### src/rtl/func_sweep_ctrl.sv
// rtl/func_sweep_ctrl.sv - exhaustive sweep checker for two N-input single-output functions
//
// Purpose:
//   On an accepted start, drives sel through every code 0..2^N-1. Each code is
//   held for SETTLE cycles and then sampled for one cycle. Both implementation
//   outputs are captured into truth tables, and each vector is scored against
//   the golden table EXPECT.
//
// Ports:
//   clk          in   1      clock, rising edge
//   reset        in   1      asynchronous, active-high reset
//   start        in   1      begin a sweep (only looked at in IDLE)
//   y_a, y_b     in   1      outputs of implementations A and B for the current sel
//   sel          out  N      vector driven to both implementations
//   busy         out  1      sweep in progress (cleared when DONE exits)
//   done         out  1      one-cycle pulse at sweep end
//   table_a/b    out  2^N    captured truth tables, bit i = output at sel==i
//   err_count    out  N+1    number of bad vectors in the last sweep
//   first_bad    out  N      lowest bad vector index (0 when none)
//   first_bad_v  out  1      first_bad is valid
//   pass         out  1      err_count==0, updated with done and held until next start
module func_sweep_ctrl #(
  parameter int N = 3,
  parameter int SETTLE = 1,
  parameter logic [(1<<N)-1:0] EXPECT = 8'b00111001
) (
  input  logic              clk,
  input  logic              reset,
  input  logic              start,
  input  logic              y_a,
  input  logic              y_b,
  output logic [N-1:0]      sel,
  output logic              busy,
  output logic              done,
  output logic [(1<<N)-1:0] table_a,
  output logic [(1<<N)-1:0] table_b,
  output logic [N:0]        err_count,
  output logic [N-1:0]      first_bad,
  output logic              first_bad_v,
  output logic              pass
);

  localparam int V  = 1 << N;
  localparam int WW = (SETTLE > 1) ? $clog2(SETTLE) : 1;

  localparam logic [WW-1:0] W_INIT  = WW'(SETTLE - 1);
  localparam logic [WW-1:0] W_ONE   = WW'(1);
  localparam logic [WW-1:0] W_ZERO  = '0;
  localparam logic [N-1:0]  SEL_ONE = N'(1);
  localparam logic [N-1:0]  SEL_MAX = '1;
  localparam logic [N:0]    ERR_ONE = (N+1)'(1);

  typedef enum logic [1:0] {
    S_IDLE,
    S_SETTLE,
    S_SAMPLE,
    S_DONE
  } state_t;

  state_t          r_state;
  state_t          w_next;
  logic [WW-1:0]   r_wait;
  logic [N-1:0]    r_sel;
  logic            r_busy;
  logic            r_done;
  logic [V-1:0]    r_table_a;
  logic [V-1:0]    r_table_b;
  logic [N:0]      r_err_count;
  logic [N-1:0]    r_first_bad;
  logic            r_first_bad_v;
  logic            r_pass;

  logic            w_last;
  logic            w_exp;
  logic            w_bad;

  assign w_last = (r_sel == SEL_MAX);
  assign w_exp  = EXPECT[r_sel];
  assign w_bad  = (y_a != w_exp) || (y_b != w_exp);

  always_ff @(posedge clk or posedge reset) begin
    if (reset) begin
      r_state <= S_IDLE;
    end else begin
      r_state <= w_next;
    end
  end

  always_comb begin
    w_next = r_state;
    case (r_state)
      S_IDLE:   if (start) w_next = S_SETTLE;
      S_SETTLE: if (r_wait == W_ZERO) w_next = S_SAMPLE;
      S_SAMPLE: w_next = w_last ? S_DONE : S_SETTLE;
      S_DONE:   w_next = S_IDLE;
      default:  w_next = S_IDLE;
    endcase
  end

  always_ff @(posedge clk or posedge reset) begin
    if (reset) begin
      r_wait        <= '0;
      r_sel         <= '0;
      r_busy        <= 1'b0;
      r_done        <= 1'b0;
      r_table_a     <= '0;
      r_table_b     <= '0;
      r_err_count   <= '0;
      r_first_bad   <= '0;
      r_first_bad_v <= 1'b0;
      r_pass        <= 1'b0;
    end else begin
      r_done <= 1'b0;
      case (r_state)
        S_IDLE: begin
          if (start) begin
            r_sel         <= '0;
            r_busy        <= 1'b1;
            r_wait        <= W_INIT;
            r_table_a     <= '0;
            r_table_b     <= '0;
            r_err_count   <= '0;
            r_first_bad   <= '0;
            r_first_bad_v <= 1'b0;
            r_pass        <= 1'b0;
          end
        end
        S_SETTLE: begin
          if (r_wait != W_ZERO) r_wait <= r_wait - W_ONE;
        end
        S_SAMPLE: begin
          r_table_a[r_sel] <= y_a;
          r_table_b[r_sel] <= y_b;
          if (w_bad) begin
            // At most 2^N increments per sweep, so N+1 bits cannot overflow.
            r_err_count <= r_err_count + ERR_ONE;
            if (!r_first_bad_v) begin
              r_first_bad   <= r_sel;
              r_first_bad_v <= 1'b1;
            end
          end
          // The last vector ends the sweep; sel is never advanced past it.
          if (!w_last) begin
            r_sel  <= r_sel + SEL_ONE;
            r_wait <= W_INIT;
          end
        end
        S_DONE: begin
          r_done <= 1'b1;
          r_pass <= (r_err_count == '0);
          r_busy <= 1'b0;
          r_sel  <= '0;
        end
        default: begin
          r_sel  <= '0;
          r_busy <= 1'b0;
        end
      endcase
    end
  end

  assign sel         = r_sel;
  assign busy        = r_busy;
  assign done        = r_done;
  assign table_a     = r_table_a;
  assign table_b     = r_table_b;
  assign err_count   = r_err_count;
  assign first_bad   = r_first_bad;
  assign first_bad_v = r_first_bad_v;
  assign pass        = r_pass;

endmodule
### config.mk
export PLATFORM = sky130hd
export DESIGN_NAME = func_sweep_ctrl
export DESIGN_NICKNAME = d
export VERILOG_FILES = /design/src/rtl/func_sweep_ctrl.sv
export SDC_FILE = /design/constraint.sdc
export NUM_CORES = 1
export LEC_CHECK = 0
export ABC_AREA = 1
export ABC_CLOCK_PERIOD_IN_PS = 1500
export BUFFER_PORTS_ARGS = -buffer_cell sky130_fd_sc_hd__buf_2
export CORE_MARGIN = 10
export CORE_UTILIZATION = 25
export CTS_CLUSTER_DIAMETER = 40
export DETAILED_ROUTE_END_ITERATION = 16
export GPL_TIMING_DRIVEN = 0
export PLACE_DENSITY_LB_ADDON = 0.25
export SYNTH_ARGS = -nofsm -noshare
export SYNTH_HDL_FRONTEND = slang
export SYNTH_SLANG_ARGS = --single-unit
export TNS_END_PERCENT = 100
### constraint.sdc
create_clock -name clk -period 1.5 [get_ports clk]
set_input_delay 0.15 -clock clk [delete_from_list [all_inputs] [get_ports clk]]
set_output_delay 0.15 -clock clk [all_outputs]
set_load 0.01 [all_outputs]
==> run_results.csv <==
group,metric,value,unit
outcome,status,"complete, no violations",
global_routing,grt_antenna_before_repair,0,
floorplan,effective_utilization_at_floorplan,26.2,%
sta,slew_headroom,58.4,%
critical_path,worst_r2r_startpoint,"sel[0]",
yosys,synth-edff-count,0,
yosys,synth.yosys.seq_area_share,54.1,%
finish,layout.cells.non_filler,276,
floorplan,pin_count,35,
critical_path,worstPathBufferInverterCount,0,
finish,final_cell_area,1930,um2
job,drv_cap,0,
route,via_to_cell_ratio,4.42,
clock_network,cts_sinks,32,
clock_network,root_buffer_cell,"clkbuf_8",
place,dp.final_hpwl,2680,um
clock_network,clk-insertion-delay-late,0.29,ns
finish,final_nets,212,
yosys,synth.largest_area_cell,"dfrtp_1",
place,placed_area,1740,um2
finish,antenna_cells,0,
critical_path,critPathRequiredTime,1.68,ns
sta,period_share,91.9,%
global_routing,grt_first_pass_wirelength,6440,um
route,vias,1219,
worst_hold_path,timing.hold.worst_path_depth,3,
critical_path,crit_path_max_fanout,5,
place,numPortBuffers,34,
yosys,yosys_warnings,0,
sta,fmax,726,MHz
global_routing,gr-usage-all-layers,8.18,%
floorplan,die_h,96.9,um
sta,total_of_endpoints_with_negative_setup_slack_in_the_final_report,0,
yosys,ys.flop_type,"dfrtp_1",
power_and_ir_drop,vdd_drop_max,0.000774,V
route,avgRoutedWirePerCell,13.4,um
finish,layout-drive-gt1-share,31.4,%
critical_path,worstPathCellList,"ha_4 > nand2_2 > nand2_1 > nand2_2 > nand3_4 > nand3_2 > nand2_1 > nand2_1",
critical_path,cp_endpoint_kind,"register",
sta,rsz0062_at_grt,"no",
sta,finClkSkew,0.00539,ns
yosys,yosys_register_bits,32,
floorplan,core_area,5640,um2
worst_hold_path,min-delay-path-class,"input port to register",
clock_network,cts_htree_levels,2,
worst_hold_path,min_to,"table_a[7]",
yosys,post_synth_instance_area,1480,um2
clock_network,max-clock-path-buffers,2,
sta,timing.final.hold_violations,0,
sta,fin_crit,1.38,ns
route,number_of_remaining_drc_errors,0,
yosys,post_synth_inst_count,158,
global_routing,grt_start_max_net_pins,33,
sta,tns,0,ns
critical_path,crit_slowest_cell,"dfrtp_2",
route,wl,3700,um
clock_network,cts_tree,"built",
sta,slew_viol_final,0,
yosys,asyncSetResetFlopFracSynth,100,%
power_and_ir_drop,power.static_leakage,1.01,nW
global_routing,grt_pass1_vias,1297,
critical_path,endpoint_of_the_most_critical_register_to_register_path,"first_bad[2]",
clock_network,number_of_cts_inserted_buffers,5,
critical_path,worst-setup-path-type,"register to register",
power_and_ir_drop,power_per_cell_area,1750,nW/um2
route,ant_nets,0,
critical_path,timing.critical_path.slowest_cell_delay,0.44,ns
floorplan,placement_rows,27,
global_routing,overflow,0,
route,drt_first_pass_iters,4,
yosys,synth.distinct_cells,22,
critical_path,cp-start-kind,"register",
critical_path,crit_cells,8,
critical_path,crit_path_frequent_cell,"nand2_1",
floorplan,die_width,96.9,um
finish,syn2layout_area_growth,30.3,%
yosys,post-synth-top-count-cell,"nand2_1",
route,initial_drt_markers,37,
critical_path,cpLargestDelayFamily,"simple AND/OR/NAND/NOR gates",
yosys,ys_top_cells_by_area,"dfrtp_1 (54%), nand3_1 (8.8%), nand2_1 (8.4%)",
yosys,syn-mean-instance-area,9.37,um2
place,dp.cells,264,
critical_path,signal_arrival_time_at_the_worst_endpoint,1.56,ns
sta,worstMarginPinSlew,0.620,ns
worst_hold_path,holdCritStartpoint,"y_a",
yosys,synth_top_area_share,54.1,%
floorplan,design.die.area,9400,um2
critical_path,reg2reg_depth,8,
yosys,synth_commonest_cells,"nand2_1 (33), dfrtp_1 (32), nand3_1 (26)",
critical_path,r2r_slack,0.12,ns
yosys,synth_fp_nets,167,
place,globalplace.congestion,0.732,
clock_network,clk_transition_reported_paths,0.07,ns
-- how the worst max path moves through the flow --
stage                               to   start  slack [ns]
after floorplan           err_count[2]  sel[0]        0.12
after global placement    err_count[1]  sel[0]        0.08
after detailed placement    table_b[6]   reset        0.08
after CTS                 err_count[1]  sel[0]        0.05
after global routing      err_count[1]  sel[0]        0.04
final                     first_bad[2]  sel[0]        0.12
-- through the flow --
| step | hold WS [ns] | util, % | power [mW] | setup slack [ns] |
|---|---|---|---|---|
| after global routing | 0.196 | 34.2 | 3.68 | 0.0398 |
| after floorplan | 0.266 | - | 2.10 | 0.118 |
| after detailed placement | 0.457 | 30.8 | 2.51 | 0.0755 |
| after global placement | 0.455 | 30.8 | 2.49 | 0.0811 |
| after CTS | 0.180 | 32.8 | 3.33 | 0.0527 |
| final | 0.186 | 34.2 | 3.38 | 0.122 |
-- layout by cell type, fill, tap and decap left out, types with 2 or more instances in the layout --
master / Yosys / layout
nand3_2: 3 / 3
xor2_1: 2 / 2
nand4_1: 3 / 3
nand2_2: 5 / 4
nor2_4: 2 / 2
nand2_1: 33 / 33
nand2_4: 1 / 2
buf_4: 1 / 3
o22ai_1: 4 / 4
dfrtp_2: 0 / 2
clkbuf_8: 0 / 5
nand3_1: 26 / 26
buf_2: 0 / 34
o21ai_0: 6 / 6
nor2_1: 4 / 4
ha_1: 4 / 3
dfrtp_1: 32 / 30
o21ai_1: 11 / 11
inv_1: 15 / 14
-- state kept, by name, indices dropped and copies added, names as in the netlist --
signal and flops:
first_bad 3, r_state 2, sel 3, table_a 8
pass 1, busy 1, done 1, table_b 8
first_bad_v 1, err_count 4
-- per-layer routing --
metal | track usage [%] | vias to the layer above | share of wire, %
met5 | 0 | - | 0
met4 | 3.61 | 0 | 1.8
met3 | 2.98 | 9 | 5.9
met2 | 12.0 | 32 | 43
met1 | 10.4 | 560 | 49
li1 | - | 618 | -
-- logic make-up after synthesis --
logic type | synth area share, %
fa+ha+maj | 3.38
xor+xnor | 1.18
compound gates | 8.37
flops | 54.1
buf+inv | 5.92
simple gates | 27.0
-- cell type report --
class                           instances  area [um2]
Buffer                                  2        18.8
Clock buffer                            6        72.6
Clock inverter                          2        35.0
Fill cell                             598        3710
Inverter                               17        68.8
Multi-Input combinational cell        107         617
Sequential cell                        32         803
Tap cell                               72        90.1
Timing Repair Buffer                   38         223
-- power breakdown --
part | total [mW] | switching [mW] | internal (mW)
combinational | 1.31 | 0.833 | 0.476
sequential | 1.25 | 0.171 | 1.08
clock | 0.817 | 0.324 | 0.493
-- worst min-delay path, stage by stage --
cell and delay, ns:
buf_2 0.11, nand2_1 0.09, o22ai_1 0.08
-- what timing repair did --
action	CTS	global route
resized for setup	0	5
setup buffers	0	2
hold buffers	0	1
hold endpoints to repair	0	14
endpoints found under the setup margin	0	4
No activity file was read; power rests on OpenSTA's default activity.
